--- config.mk ---
export PLATFORM = sky130hd
export DESIGN_NAME = dmem_arbiter_flat
export DESIGN_NICKNAME = d
export VERILOG_FILES = /design/src/rtl/dmem_arb_pkg.sv /design/src/rtl/dmem_arb_if.sv /design/src/rtl/dmem_arb_select.sv /design/src/rtl/dmem_arbiter.sv /design/src/flat_wrapper.sv
export SDC_FILE = /design/constraint.sdc
export NUM_CORES = 1
export LEC_CHECK = 0
export BUFFER_PORTS_ARGS = -buffer_cell sky130_fd_sc_hd__buf_2
export CAP_MARGIN = 20
export CORE_AREA = 2 2 110 112
export CTS_BUF_LIST = sky130_fd_sc_hd__clkbuf_16
export DETAILED_ROUTE_END_ITERATION = 10
export DIE_AREA = 0 0 112 114
export SYNTH_ARGS = -nofsm -noshare
export SYNTH_HDL_FRONTEND = slang
export SYNTH_SLANG_ARGS = --single-unit
--- constraint.sdc ---
create_clock -name clk -period 3.62 [get_ports clk]
set_input_delay 0.362 -clock clk [delete_from_list [all_inputs] [get_ports clk]]
set_output_delay 0.362 -clock clk [all_outputs]
set_load 0.05 [all_outputs]
--- src/rtl/dmem_arb_pkg.sv ---
// Shared types and constants for the data-memory arbiter.
// Optional round-robin build: define DMEM_ARB_RR_EN.
package dmem_arb_pkg;

  typedef enum logic [1:0] {
    OWN_NONE,
    OWN_CORE,
    OWN_DBG
  } owner_e;

  localparam int WORD_OFS = 2;
  localparam int GNT_CORE = 0;
  localparam int GNT_DBG  = 1;

endpackage

--- src/rtl/dmem_arb_if.sv ---
// Requester, response and memory-side signals of the arbiter.
// slave = arbiter side, master = requesters plus memory.
interface dmem_arb_if #(
  parameter int ADDR_W = 10,
  parameter int DATA_W = 32
);

  logic              core_req;
  logic              core_we;
  logic [31:0]       core_addr;
  logic [DATA_W-1:0] core_wdata;
  logic              core_gnt;
  logic              core_stall;
  logic              core_rvalid;
  logic [DATA_W-1:0] core_rdata;

  logic              dbg_req;
  logic              dbg_we;
  logic [31:0]       dbg_addr;
  logic [DATA_W-1:0] dbg_wdata;
  logic              dbg_gnt;
  logic              dbg_rvalid;
  logic [DATA_W-1:0] dbg_rdata;

  logic              mem_en;
  logic              mem_we;
  logic [ADDR_W-1:0] mem_addr;
  logic [DATA_W-1:0] mem_wdata;
  logic [DATA_W-1:0] mem_rdata;

  modport slave (
    input  core_req, core_we, core_addr, core_wdata,
    output core_gnt, core_stall, core_rvalid, core_rdata,
    input  dbg_req, dbg_we, dbg_addr, dbg_wdata,
    output dbg_gnt, dbg_rvalid, dbg_rdata,
    output mem_en, mem_we, mem_addr, mem_wdata,
    input  mem_rdata
  );

  modport master (
    output core_req, core_we, core_addr, core_wdata,
    input  core_gnt, core_stall, core_rvalid, core_rdata,
    output dbg_req, dbg_we, dbg_addr, dbg_wdata,
    input  dbg_gnt, dbg_rvalid, dbg_rdata,
    input  mem_en, mem_we, mem_addr, mem_wdata,
    output mem_rdata
  );

endinterface

--- src/rtl/dmem_arb_select.sv ---
// Combinational grant decision; returns a one-hot {dbg, core} grant.
// DMEM_ARB_RR_EN selects round-robin instead of core-priority.
module dmem_arb_select
  import dmem_arb_pkg::*;
#(
  parameter int LIMIT = 4
) (
  input  logic       i_core_req,
  input  logic       i_dbg_req,
  input  logic [3:0] i_starve_cnt,
  input  logic       i_last_dbg,
  output logic [1:0] o_gnt
);

  logic w_dbg_wins;
  logic w_unused;

`ifdef DMEM_ARB_RR_EN
  assign w_dbg_wins = ~i_last_dbg;
  assign w_unused   = ^i_starve_cnt;
`else
  assign w_dbg_wins = (i_starve_cnt == 4'(LIMIT));
  assign w_unused   = i_last_dbg;
`endif

  always_comb begin
    o_gnt           = '0;
    o_gnt[GNT_CORE] = i_core_req & ~(i_dbg_req & w_dbg_wins);
    o_gnt[GNT_DBG]  = i_dbg_req & ~(i_core_req & ~w_dbg_wins);
  end

endmodule

--- src/rtl/dmem_arbiter.sv ---
// Shares a 1-cycle sync-read data memory between core and debug ports.
// Define DMEM_ARB_RR_EN for round-robin instead of starvation-bounded priority.
module dmem_arbiter
  import dmem_arb_pkg::*;
#(
  parameter int ADDR_W       = 10,
  parameter int DATA_W       = 32,
  parameter int STARVE_LIMIT = 4
) (
  input  logic   clk,
  input  logic   reset_n,
  dmem_arb_if.slave bus
);

  logic [1:0] w_gnt;
  logic       w_core_gnt;
  logic       w_dbg_gnt;
  logic [3:0] w_starve_cnt;
  logic       w_last_dbg;
  logic       w_core_rv;
  logic       w_dbg_rv;
  logic       w_unused;
  owner_e     r_rd_owner;

  // reset_n is active-high: no grants while it is asserted
  dmem_arb_select #(
    .LIMIT(STARVE_LIMIT)
  ) u_sel (
    .i_core_req  (bus.core_req & ~reset_n),
    .i_dbg_req   (bus.dbg_req & ~reset_n),
    .i_starve_cnt(w_starve_cnt),
    .i_last_dbg  (w_last_dbg),
    .o_gnt       (w_gnt)
  );

  assign w_core_gnt = w_gnt[GNT_CORE];
  assign w_dbg_gnt  = w_gnt[GNT_DBG];

  assign bus.core_gnt   = w_core_gnt;
  assign bus.dbg_gnt    = w_dbg_gnt;
  assign bus.core_stall = bus.core_req & ~reset_n & ~w_core_gnt;
  assign bus.mem_en     = w_core_gnt | w_dbg_gnt;

  always_comb begin
    bus.mem_we    = 1'b0;
    bus.mem_addr  = '0;
    bus.mem_wdata = '0;
    unique case (1'b1)
      w_core_gnt: begin
        bus.mem_we    = bus.core_we;
        bus.mem_addr  = bus.core_addr[ADDR_W+WORD_OFS-1:WORD_OFS];
        bus.mem_wdata = bus.core_wdata;
      end
      w_dbg_gnt: begin
        bus.mem_we    = bus.dbg_we;
        bus.mem_addr  = bus.dbg_addr[ADDR_W+WORD_OFS-1:WORD_OFS];
        bus.mem_wdata = bus.dbg_wdata;
      end
      default: ;
    endcase
  end

  always_ff @(posedge clk) begin
    if (reset_n)
      r_rd_owner <= OWN_NONE;
    else if (w_core_gnt & ~bus.core_we)
      r_rd_owner <= OWN_CORE;
    else if (w_dbg_gnt & ~bus.dbg_we)
      r_rd_owner <= OWN_DBG;
    else
      r_rd_owner <= OWN_NONE;
  end

  assign w_core_rv = ~reset_n & (r_rd_owner == OWN_CORE);
  assign w_dbg_rv  = ~reset_n & (r_rd_owner == OWN_DBG);

  assign bus.core_rvalid = w_core_rv;
  assign bus.dbg_rvalid  = w_dbg_rv;
  assign bus.core_rdata  = w_core_rv ? bus.mem_rdata : '0;
  assign bus.dbg_rdata   = w_dbg_rv ? bus.mem_rdata : '0;

`ifdef DMEM_ARB_RR_EN
  logic r_last_dbg;

  always_ff @(posedge clk) begin
    if (reset_n)
      r_last_dbg <= 1'b0;
    else if (w_core_gnt)
      r_last_dbg <= 1'b0;
    else if (w_dbg_gnt)
      r_last_dbg <= 1'b1;
  end

  assign w_last_dbg   = r_last_dbg;
  assign w_starve_cnt = 4'd0;
`else
  logic [3:0] r_starve_cnt;

  always_ff @(posedge clk) begin
    if (reset_n)
      r_starve_cnt <= 4'd0;
    else if (w_dbg_gnt)
      r_starve_cnt <= 4'd0;
    else if (bus.dbg_req && r_starve_cnt != 4'(STARVE_LIMIT))
      r_starve_cnt <= r_starve_cnt + 4'd1;
  end

  assign w_last_dbg   = 1'b0;
  assign w_starve_cnt = r_starve_cnt;
`endif

  // address bits outside the word index alias silently
  assign w_unused = ^{bus.core_addr[31:ADDR_W+WORD_OFS],
                      bus.core_addr[WORD_OFS-1:0],
                      bus.dbg_addr[31:ADDR_W+WORD_OFS],
                      bus.dbg_addr[WORD_OFS-1:0]};

endmodule
--- src/flat_wrapper.sv ---
// flat-port wrapper written by rule: the top's interface ports become plain ports
module dmem_arbiter_flat import dmem_arb_pkg::*;
#(
  parameter int ADDR_W       = 10,
  parameter int DATA_W       = 32,
  parameter int STARVE_LIMIT = 4
)
  (clk, reset_n, bus_core_req, bus_core_we, bus_core_addr, bus_core_wdata, bus_core_gnt, bus_core_stall, bus_core_rvalid, bus_core_rdata, bus_dbg_req, bus_dbg_we, bus_dbg_addr, bus_dbg_wdata, bus_dbg_gnt, bus_dbg_rvalid, bus_dbg_rdata, bus_mem_en, bus_mem_we, bus_mem_addr, bus_mem_wdata, bus_mem_rdata);
  dmem_arb_if #(.ADDR_W(ADDR_W), .DATA_W(DATA_W)) bus_i ();
  input  logic clk;
  input  logic reset_n;
  input wire logic [$bits(bus_i.core_req)-1:0] bus_core_req;
  input wire logic [$bits(bus_i.core_we)-1:0] bus_core_we;
  input wire logic [$bits(bus_i.core_addr)-1:0] bus_core_addr;
  input wire logic [$bits(bus_i.core_wdata)-1:0] bus_core_wdata;
  output wire logic [$bits(bus_i.core_gnt)-1:0] bus_core_gnt;
  output wire logic [$bits(bus_i.core_stall)-1:0] bus_core_stall;
  output wire logic [$bits(bus_i.core_rvalid)-1:0] bus_core_rvalid;
  output wire logic [$bits(bus_i.core_rdata)-1:0] bus_core_rdata;
  input wire logic [$bits(bus_i.dbg_req)-1:0] bus_dbg_req;
  input wire logic [$bits(bus_i.dbg_we)-1:0] bus_dbg_we;
  input wire logic [$bits(bus_i.dbg_addr)-1:0] bus_dbg_addr;
  input wire logic [$bits(bus_i.dbg_wdata)-1:0] bus_dbg_wdata;
  output wire logic [$bits(bus_i.dbg_gnt)-1:0] bus_dbg_gnt;
  output wire logic [$bits(bus_i.dbg_rvalid)-1:0] bus_dbg_rvalid;
  output wire logic [$bits(bus_i.dbg_rdata)-1:0] bus_dbg_rdata;
  output wire logic [$bits(bus_i.mem_en)-1:0] bus_mem_en;
  output wire logic [$bits(bus_i.mem_we)-1:0] bus_mem_we;
  output wire logic [$bits(bus_i.mem_addr)-1:0] bus_mem_addr;
  output wire logic [$bits(bus_i.mem_wdata)-1:0] bus_mem_wdata;
  input wire logic [$bits(bus_i.mem_rdata)-1:0] bus_mem_rdata;
  assign bus_i.core_req = bus_core_req;
  assign bus_i.core_we = bus_core_we;
  assign bus_i.core_addr = bus_core_addr;
  assign bus_i.core_wdata = bus_core_wdata;
  assign bus_core_gnt = bus_i.core_gnt;
  assign bus_core_stall = bus_i.core_stall;
  assign bus_core_rvalid = bus_i.core_rvalid;
  assign bus_core_rdata = bus_i.core_rdata;
  assign bus_i.dbg_req = bus_dbg_req;
  assign bus_i.dbg_we = bus_dbg_we;
  assign bus_i.dbg_addr = bus_dbg_addr;
  assign bus_i.dbg_wdata = bus_dbg_wdata;
  assign bus_dbg_gnt = bus_i.dbg_gnt;
  assign bus_dbg_rvalid = bus_i.dbg_rvalid;
  assign bus_dbg_rdata = bus_i.dbg_rdata;
  assign bus_mem_en = bus_i.mem_en;
  assign bus_mem_we = bus_i.mem_we;
  assign bus_mem_addr = bus_i.mem_addr;
  assign bus_mem_wdata = bus_i.mem_wdata;
  assign bus_i.mem_rdata = bus_mem_rdata;
  dmem_arbiter #(.ADDR_W(ADDR_W), .DATA_W(DATA_W), .STARVE_LIMIT(STARVE_LIMIT)) u_core (.clk(clk), .reset_n(reset_n), .bus(bus_i));
endmodule
==> impl_results.md, run 1 <==
* Max frequency at 364.9 MHz
* Worst slew margin at 69.80%
* Grt ovf at 0
* Crit end category: primary output
* Initial Util at 10.92%
* Vias per cell at 3.897
* Hold slack at 0.4419 ns
* Diode count at 0
* Flops & latches, synth at 6
* Worst-case vdd ir drop at 80.01 uV
* Area delta synth->final at 103.6%
* Vias in the first global route at 1,791
* Setup Buffers After CTS at 0
* Via count at 2,081
* Hold Crit Class: primary input to flop
* Hold_buf cts at 0
* Number of DRC markers in iteration 0 at 48
* Cell variety after synth at 26
* Worst setup path class: flop to primary output
* CP max stage delay at 0.41 ns
* Outcome: finished clean
* Final worst path period share at 75.71%
* Initial antenna violation count at 1
* Pwr Total at 567.2 uW
* Yosys top cell area share at 31.31%
* Final setup violation count at 0
* Largest net degree at the start of global routing at 46
* I/O Buffers at 234
* Post-DR wirelength/cell at 11.76 um
* Synthesized area per cell at 7.845 um2
* Crit path max-delay family: buffers and inverters
* RePlAce Congestion at 0.7077
* Post_cts resized at 0
* Top_reg_cell synth: dfxtp_1
* Drt total wl at 6.282 mm
* Nets@finish at 557
* Sequential area share after synthesis at 9.393%
* Worst Path Buf+Inv at 3
* TritonCTS clock tree: done
* Synth area leaders: and2_1 (31%), a22o_1 (29%), dfxtp_1 (9.4%)
* Post-synth net total at 331
* FP Rows at 40
* ANT nets after route at 0
* Peak fanout along the critical path at 34
* Setup TNS at 0 ns
* P_leak at 0.001622 uW
* Tmin final at 2.741 ns
* CP Cell Sequence: inv_1 -> ha_1 -> nand3b_1 -> a21oi_4 -> buf_4 -> a22o_1 -> buf_2
* WP data required at 3.26 ns
* Critical path arrival at 2.38 ns
* Max_cap viols at 0
* EDFF count, synth at 0
* Startpoint Class: flop
* Die area at 12,770 um2
* Clock Tree Root: clkbuf_16
* H-tree levels at 1
* RSZ-0062 raised after global routing: no
* Clk buf depth at 2
* HPWL Detailed at 5.480 mm
* Clock Sinks at 6
* DRC viols at 0
* Die Wd at 112 um
* Io pins at 279
* Pre-antenna DRT Iters at 4
* TritonCTS Buffers at 3
* Register clock-pin slew on the reported worst setup and hold paths at 0.03 ns
* Slew Limit Fails at 0
* Mapped cell area at 1279 um2
* Flop2flop setup slack at 1.95 ns
* Global-route wire length before repair at 8.783 mm
* YS warnings at 0
* Dominant cell type by area after synthesis: and2_1
* Clk_lat worst skew at 0.23 ns
* Worst slew pin tran at 0.4530 ns
* Layout cell share with drive strength beyond 1 at 63.31%
* Die Span Y at 114 um
* Final hold violations at 0
* Fraction of registers with async set/reset at 0%
* PwrDens at 217.9 nW/um2
* CP max-delay cell: a21oi_4
* Syn Inst Count at 163
* GRT Total Usage at 8.554%
* Worst clock skew at 0.001484 ns
* Core area at 11,710 um2
## report_power, final
group	internal [uW]	leakage, uW	total, uW	switching (uW)
Combinational	104	0.00154	320	216
Sequential	68.2	0.0000488	69.5	1.32
Clock	142	0.0000370	178	36.0
Total	314	0.00162	567	254
## cell usage after synthesis (3+ instances only)
| library cell | instances |
|---|---|
| nand2b_1 | 4 |
| a22o_1 | 43 |
| inv_1 | 3 |
| dfxtp_1 | 6 |
| buf_6 | 8 |
| clkbuf_1 | 4 |
| and2_1 | 64 |
| buf_2 | 3 |
| nand4_1 | 3 |
## layout make-up
| cell class | instances | area [um2] |
|---|---|---|
| fill | 1331 | 9107 |
| sequential | 6 | 120.1 |
| clock buffer | 3 | 75.07 |
| timing repair buffer | 238 | 1201 |
| multi-input combinational | 137 | 1012 |
| inverter | 3 | 11.26 |
| tap | 147 | 183.9 |
## final timing paths
kind / start / to / depth (start not counted)
worst min-delay path: bus_dbg_we / u_core.r_rd_owner[1] / 2
worst min register to register: u_core.r_starve_cnt[3] / u_core.r_starve_cnt[3] / 2
worst max register to register: u_core.r_starve_cnt[0] / u_core.r_rd_owner[0] / 6
worst max-delay path: u_core.r_starve_cnt[0] / bus_mem_wdata[18] / 7
## flip-flops by register name, summed over array words and instances (netlist names)
signal	cells
u_core.r_rd_owner	2
u_core.r_starve_cnt	4
## cells by family (layout without fill, tap and decap cells)
kind of cell / count (synthesis) / count (layout) / synth area share (%)
AOI/OAI and AO/OA: 48 / 48 / 32.68
adders and majority gates: 2 / 2 / 1.957
buffers and inverters: 20 / 244 / 11.45
DFF: 6 / 6 / 9.394
and+or+nand+nor: 87 / 87 / 44.52
## worst reg2reg max path, delay by kind of cell, from the launching register on
| family | cells | cell delay (ns) |
|---|---|---|
| simple gates | 3 | 0.52 |
| buf+inv | 2 | 0.49 |
| flops | 1 | 0.37 |
| fa+ha+maj | 1 | 0.24 |
## layer usage
metal / vias to the layer above / part of all wire (%) / track usage (%)
met5: - / 0.25 / 0
met4: 2 / 0.57 / 1.707
met3: 4 / 11 / 1.700
met2: 157 / 51 / 16.93
met1: 882 / 37 / 9.444
li1: 1036 / - / -
## layout by cell type, fill, tap and decap left out, types with 2 or more instances in the layout
cell type,Yosys,routed
buf_2,3,234
and2_1,64,64
a22o_1,43,43
dfxtp_1,6,6
nand2b_1,4,4
buf_4,2,4
inv_1,3,3
nand4_1,3,3
clkbuf_16,0,3
nor2_1,2,2
nor3b_2,2,2
nand2_1,2,2
nand4b_1,2,2
a21oi_1,2,2
and2b_1,2,2
ha_1,2,2
## per-stage QoR
step                      instance area [um2]  utilization [%]  cells  setup WS (ns)
after floorplan                          1279                -    163          1.393
after global placement                   2529            21.59    531          1.051
after detailed placement                 2529            21.59    531          1.060
after CTS                                2604            22.23    534         0.8104
after global routing                     2604            22.23    534         0.6654
final                                    2604            22.23    534         0.8792
Power figures use the tool's default switching activity.
==> run 2: changes to the inputs <==
--- a/config.mk
+++ b/config.mk
@@ -5,6 +5,7 @@
 export SDC_FILE = /design/constraint.sdc
 export NUM_CORES = 1
 export LEC_CHECK = 0
+export ABC_AREA = 1
 export BUFFER_PORTS_ARGS = -buffer_cell sky130_fd_sc_hd__buf_2
 export CAP_MARGIN = 20
 export CORE_AREA = 2 2 110 112
==> constraint.sdc (replaced) <==
create_clock -name clk -period 2.9 [get_ports clk]
set_input_delay 0.29 -clock clk [delete_from_list [all_inputs] [get_ports clk]]
set_output_delay 0.29 -clock clk [all_outputs]
set_load 0.05 [all_outputs]
==> run 2 against run 1 <==
  * Global-route usage decreased by 0.62 points
  * Worst hold slack got worse by 0.18 ns
  * Die area unchanged
  * Flip-flop and latch count unchanged
  * Setup slack got worse by 0.24 ns
  * Largest power group unchanged
  * Sequential share of layout area decreased by 0.33 points
  * Largest cell class unchanged
  * Final area increased by 7.6%
==> impl_results.md, run 2 <==
* Worst-case vdd ir drop at 208.1 uV (+160%)
* Clk buf depth at 2 (unchanged)
* Slew Limit Fails at 0 (unchanged)
* Hold slack at 0.2642 ns (-0.1777 ns)
* RePlAce Congestion at 0.6877 (-2.8%)
* Initial Util at 12.80% (+1.9 points)
* Most frequent cells in the layout: buf_2 (234), nand2_1 (86), nor2_1 (69), nand2_2 (60), inv_1 (42)
* Post-synth net total at 461 (+39%)
* Startpoint Class: flop
* Max frequency at 442.4 MHz
* Setup TNS at 0 ns (unchanged)
* Number of DRC markers in iteration 0 at 54 (+13%)
* CP max-delay cell: inv_6
* Diode count at 0 (unchanged)
* Critical path arrival at 1.97 ns (-0.41 ns)
* GRT Total Usage at 7.937% (-0.62 points)
* Vias per cell at 3.547 (-9.0%)
* Flops & latches, synth at 6 (unchanged)
* Final hold violations at 0 (unchanged)
* Pre-antenna DRT Iters at 6 (+2)
* Sw frac at 48.56% (+3.8 points)
* Tmin final at 2.261 ns
* Io pins at 279 (unchanged)
* Most frequent cell after synthesis: nand2_1
* EDFF count, synth at 0 (unchanged)
* FF-to-FF path depth at 7 (+1)
* Max_cap viols at 0 (unchanged)
* Top flop regs: u_core.r_starve_cnt: 4 flops, u_core.r_rd_owner: 2 flops
* Clock power share at 28.7% (-2.6 points)
* Top reg by flops: u_core.r_starve_cnt
* Min-Delay Path Depth at 2 (unchanged)
* Filler-free cell count of the finished design at 665 (+25%)
* FP Rows at 40 (unchanged)
* Final worst path period share at 77.95%
* Worst setup path class: flop to primary output
* Hold_buf cts at 0 (unchanged)
* Post-DR wirelength/cell at 8.889 um (-24%)
* Fraction of registers with async set/reset at 0% (unchanged)
* Largest net degree at the start of global routing at 45 (-2.2%)
* Die Span Y at 114 um (unchanged)
* Clock Sinks at 6 (unchanged)
* WP data required at 2.61 ns (-0.65 ns)
* Die area at 12,770 um2 (unchanged)
* Sw Pwr at 371.4 uW (+46%)
* Grt ovf at 0 (unchanged)
* Outcome: finished clean
* TritonCTS Buffers at 3 (unchanged)
* Max reg flops at 4 (unchanged)
* Mapped cell area at 1499 um2 (+17%)
* Drt total wl at 5.911 mm (-5.9%)
* Worst slew pin tran at 0.9421 ns (+0.4891 ns)
* TritonCTS clock tree: done
* Crit-path most repeated cell: nand2_1
* Int Pwr at 393.4 uW (+25%)
* Global-route wire length before repair at 8.694 mm (-1.0%)
* Synth area leaders: nand2_2 (25%), nand2_1 (22%), nor2_1 (17%)
* Worst clock skew at 0.001180 ns (-0.0003031 ns)
* CP max stage delay at 0.36 ns (-0.05 ns)
* Worst slew margin at 37.12% (-33 points)
* Placed Area at 2726 um2 (+7.8%)
* Clk_lat worst skew at 0.22 ns (about the same)
* Crit end category: primary output
* I/O Buffers at 234 (unchanged)
* Final setup violation count at 0 (unchanged)
* P_leak at 0.001991 uW (+23%)
* Most common cell after layout, fill and taps aside: buf_2
* Sequential area share after synthesis at 8.013% (-1.4 points)
* Share of total power in combinational logic at 59.8% (+3.4 points)
* Dominant cell type by area after synthesis: nand2_2
* Post_cts resized at 0 (unchanged)
* Vias in the first global route at 1,945 (+8.6%)
* Clock Tree Root: clkbuf_16
* Syn Inst Count at 293 (+80%)
* RSZ-0062 raised after global routing: no
* H-tree levels at 1 (unchanged)
* Yosys top cell area share at 25.04% (-6.3 points)
* Cell count after placement at 662 (+25%)
* Seq pwr share at 11.6% (-0.7 points)
* Die Wd at 112 um (unchanged)
* Top_reg_cell synth: dfxtp_1
* Cell variety after synth at 17 (-35%)
* DRC viols at 0 (unchanged)
* YS warnings at 0 (unchanged)
* Commonest cells in the netlist: nand2_1 (86), nor2_1 (69), nand2_2 (60), inv_1 (42)
* Nets@finish at 688 (+24%)
* Hold Crit Class: primary input to flop
* CP Cell Sequence: inv_1 -> ha_1 -> nand3_1 -> nand2_1 -> nand2_2 -> inv_6 -> nand2_1 -> nand2_1 -> buf_2
* PwrDens at 273.0 nW/um2 (+25%)
* ANT nets after route at 0 (unchanged)
* Core area at 11,710 um2 (unchanged)
* Setup Buffers After CTS at 0 (unchanged)
* Synthesized area per cell at 5.116 um2 (-35%)
* Layout cell share with drive strength beyond 1 at 58.49% (-4.8 points)
* Peak fanout along the critical path at 44 (+29%)
* Register clock-pin slew on the reported worst setup and hold paths at 0.03 ns (about the same)
* Post-route cell area at 2801 um2 (+7.6%)
* Via count at 2,359 (+13%)
* HPWL Detailed at 4.881 mm (-11%)
* Initial antenna violation count at 0 (-1)
* Area delta synth->final at 86.89%
==> run 2: cell types whose count changed after synthesis, moves of 4 or more <==
cell      previous run  this run
and2_1              64         0
nand2_1              2        86
buf_12               0         4
buf_6                8         4
nand2_2              0        60
clkbuf_1             4         0
nor2_1               2        69
nand2b_1             4         0
a22o_1              43         0
inv_1                3        42
==> run 2: critical path: cells and delay by family (launching register included) <==
family / cells / cell delay, ns
adders and majority gates: 1 / 0.17
and+or+nand+nor: 5 / 0.50
DFF: 1 / 0.34
buffers and inverters: 3 / 0.70
==> run 2: power groups by stage <==
stage,Sequential (uW),Combinational [uW],Clock [uW]
after detailed placement,89.8,460,0
after global placement,89.8,458,0
after floorplan,89.2,321,0
after CTS,88.6,461,225
after global routing,89.0,489,230
final,88.6,457,219
==> run 2: cell type report <==
class,instances,area (um2)
Fill cell,1345,8910
Timing Repair Buffer,236,1199
Multi-Input combinational cell,229,1054
Tap cell,147,183.9
Inverter,44,170.2
Sequential cell,6,120.1
Clock buffer,3,75.07
==> run 2: per-stage QoR <==
stage                     total power, uW  utilization (%)  setup slack, ns
after global placement              548.1            23.28           0.8538
after global routing                808.0            23.92           0.4640
after detailed placement            549.7            23.28           0.8720
after floorplan                     410.1                -           0.5430
final                               764.8            23.92           0.6395
after CTS                           775.3            23.92           0.6278
==> run 2: layer usage <==
layer	GRT usage, %	vias up	part of all wire [%]
met4	0.8130	0	0.32
met5	0	-	0
met1	9.692	958	41
met2	14.87	116	51
met3	1.647	2	8.3
li1	-	1283	-
==> run 2: cell families after synthesis <==
| logic type | after synthesis | share of synthesized area, % |
|---|---|---|
| simple gates | 221 | 66.36 |
| buf+inv | 58 | 21.70 |
| flops | 6 | 8.014 |
| compound gates | 5 | 1.669 |
| fa+ha+maj | 2 | 1.669 |
| xor+xnor | 1 | 0.5844 |
==> run 2: final timing paths <==
path                                              from                      to  slack, ns
worst max-delay path            u_core.r_starve_cnt[0]       bus_mem_wdata[24]       0.64
worst min-delay path                       bus_core_we    u_core.r_rd_owner[0]       0.26
worst max register to register  u_core.r_starve_cnt[0]  u_core.r_starve_cnt[1]       1.61
worst min register to register  u_core.r_starve_cnt[3]  u_core.r_starve_cnt[3]       0.50
==> run 3: changes to the inputs <==
==> constraint.sdc (replaced) <==
create_clock -name clk -period 1.99 [get_ports clk]
set_input_delay 0.199 -clock clk [delete_from_list [all_inputs] [get_ports clk]]
set_output_delay 0.199 -clock clk [all_outputs]
set_load 0.05 [all_outputs]
==> run 3 against run 2 <==
  * Sequential share of layout area shrank 0.54 points
  * Worst hold slack got worse by 0.10 ns
  * First-iteration DRC count grew 56%
  * Routed wire length grew 19%
  * Clock-buffer cell count stayed put
  * Combinational power rose by 75%
  * Die area did not move
  * Critical endpoint is now bus_mem_addr[2]
  * Highest routed layer is now met3
  * Critical path depth rose by 2
==> impl_results.md, run 3 (synthesis results as in run 2) <==
* Outcome: finished clean
* Slew Limit Fails at 0 (unchanged)
* Worst setup path end: bus_mem_addr[2]
* Critical path origin: u_core.r_starve_cnt[1]
* Nets@finish at 702 (+2.0%)
* Top reg by flops: u_core.r_starve_cnt
* HPWL Detailed at 4.973 mm (+1.9%)
* Clock Tree Root: clkbuf_16
* Max reg flops at 4 (unchanged)
* FP Rows at 40 (unchanged)
* Footprint of the multi-input gates at 1167 um2 (+11%)
* Crit-path most repeated cell: nand2_1
* Worst Path Buf+Inv at 4 (+1)
* Max frequency at 524.5 MHz
* Via count at 2,458 (+4.2%)
* Initial antenna violation count at 0 (unchanged)
* Drt total wl at 7.045 mm (+19%)
* Io pins at 279 (unchanged)
* WP data required at 1.79 ns (-0.82 ns)
* H-tree levels at 1 (unchanged)
* Tmin final at 1.907 ns
* Die Span Y at 114 um (unchanged)
* TritonCTS clock tree: done
* Register clock-pin slew on the reported worst setup and hold paths at 0.03 ns (about the same)
* Crit path max-delay family: buffers and inverters
* Die area at 12,770 um2 (unchanged)
* Worst slew pin tran at 0.5015 ns (-0.4406 ns)
* Final core occ at 28.26% (+4.3 points)
* Most frequent cells in the layout: buf_2 (191), nand2_1 (78), nand2_2 (68), inv_1 (40), nor2_1 (39)
* Most common cell after layout, fill and taps aside: buf_2
* Die Wd at 112 um (unchanged)
* GRT Total Usage at 7.983% (+0.046 points)
* Number of DRC markers in iteration 0 at 84 (+56%)
* TritonCTS Buffers at 3 (unchanged)
* CP max stage delay at 0.35 ns (about the same)
* Fill count at 1,333 (-0.89%)
* Grt ovf at 0 (unchanged)
* I/O Buffers at 234 (unchanged)
* Post-DR wirelength/cell at 10.38 um (+17%)
* ANT nets after route at 0 (unchanged)
* Peak fanout along the critical path at 7 (-84%)
* P_leak at 0.002116 uW (+6.3%)
* Worst slew margin at 66.56% (+29 points)
* Worst clock skew at 0.0001521 ns (-0.001028 ns)
* DRC viols at 0 (unchanged)
* Final setup violation count at 0 (unchanged)
* Final worst path period share at 95.81%
* Clk buf depth at 2 (unchanged)
* CP Cell Sequence: inv_4 -> ha_4 -> nand2_1 -> nor2_1 -> nand2_1 -> nand2_2 -> clkinv_4 -> clkbuf_16 -> nand2_1 -> nand2_2 -> buf_6
* R2r endpoint: u_core.r_starve_cnt[3]
* Worst-case vdd ir drop at 392.4 uV (+89%)
* Top flop regs: u_core.r_starve_cnt: 4 flops, u_core.r_rd_owner: 2 flops
* Placed Area at 2873 um2 (+5.4%)
* Crit path depth at 11 (+2)
* Clock Sinks at 6 (unchanged)
* Vias in the first global route at 1,958 (+0.67%)
* Pwr Total at 1248 uW (+63%)
* Reg2Reg Launch Point: u_core.r_starve_cnt[1]
* Critical path arrival at 1.71 ns (-0.26 ns)
* Hold slack at 0.1598 ns (-0.1045 ns)
* Flop2flop setup slack at 0.83 ns (-0.78 ns)
* Worst setup path class: flop to primary output
* Initial Util at 12.80% (unchanged)
* Area delta synth->final at 120.8%
* Vias per cell at 3.620 (+2.0%)
* RePlAce Congestion at 0.7028 (+2.2%)
* PwrDens at 377.0 nW/um2 (+38%)
* Startpoint Class: flop
* CP max-delay cell: dfxtp_4
* Post-route cell area at 3309 um2 (+18%)
* Final hold violations at 0 (unchanged)
* Max_cap viols at 0 (unchanged)
* Diode count at 0 (unchanged)
* Layout cell share with drive strength beyond 1 at 67.48% (+9.0 points)
* Crit end category: primary output
* Largest net degree at the start of global routing at 45 (unchanged)
* Clk_lat worst skew at 0.22 ns (about the same)
* Core area at 11,710 um2 (unchanged)
* FF-to-FF path depth at 7 (unchanged)
* Hold Crit Class: primary input to flop
* Global-route wire length before repair at 8.838 mm (+1.7%)
* Pre-antenna DRT Iters at 4 (-2)
* Register area at 123.9 um2 (+3.1%)
-- run 3: routing by layer --
| layer | vias up | GRT usage, % | part of all wire [%] |
|---|---|---|---|
| met5 | - | 0 | 0 |
| met4 | 0 | 0.4878 | 0 |
| met3 | 0 | 1.594 | 7.4 |
| met2 | 116 | 15.47 | 52 |
| met1 | 1027 | 9.505 | 40 |
| li1 | 1315 | - | - |
-- run 3: worst register-to-register path, cell delays in order (launching register included) --
cell and delay [ns]:
dfxtp_4 0.37, inv_4 0.04, ha_4 0.15, nand3_1 0.09
nand2_1 0.12, inv_1 0.13, nand2_1 0.06, a21oi_1 0.12
-- run 3: final cells by class --
type	count	area share, %
clock buffers	3	2.268
inverters	44	5.369
multi-input cells	229	35.27
flip-flops and latches	6	3.743
well taps	147	5.558
repair buffers	250	47.79
-- run 3: metrics by stage --
stage                     TNS (ns)  std cells  setup WS, ns
after floorplan                  0        293        0.1309
after global placement           0        669        0.1803
after detailed placement         0        669        0.1732
after CTS                        0        672     0.0009458
after global routing      -0.05573        679      -0.02254
final                            0        679       0.08334
-- run 3: worst min path at each step --
stage,from,endpoint,slack (ns),depth (start not counted)
floorplan,bus_core_we,u_core.r_rd_owner[0],0.27,1
global placement,bus_core_we,u_core.r_rd_owner[0],0.39,2
detailed placement,bus_core_we,u_core.r_rd_owner[0],0.40,2
CTS,bus_core_we,u_core.r_rd_owner[0],0.16,2
global route,bus_core_we,u_core.r_rd_owner[0],0.16,2
finish,bus_core_we,u_core.r_rd_owner[0],0.16,2
-- run 3: what timing repair did --
| item | in CTS | in global routing |
|---|---|---|
| gates resized for setup | 44 | 41 |
| hold buffers | 0 | 0 |
| pin swaps | 0 | 3 |
| cloned | 0 | 6 |
| buffers inserted | 0 | 1 |
| endpoints found under the hold margin | 0 | 0 |
| setup endpoints to repair | 43 | 44 |
-- run 3: where the power goes --
| part | internal (uW) | switching (uW) | total, uW |
|---|---|---|---|
| logic | 283 | 518 | 800 |
| clock network | 257 | 61.6 | 319 |
| registers | 125 | 3.73 | 128 |
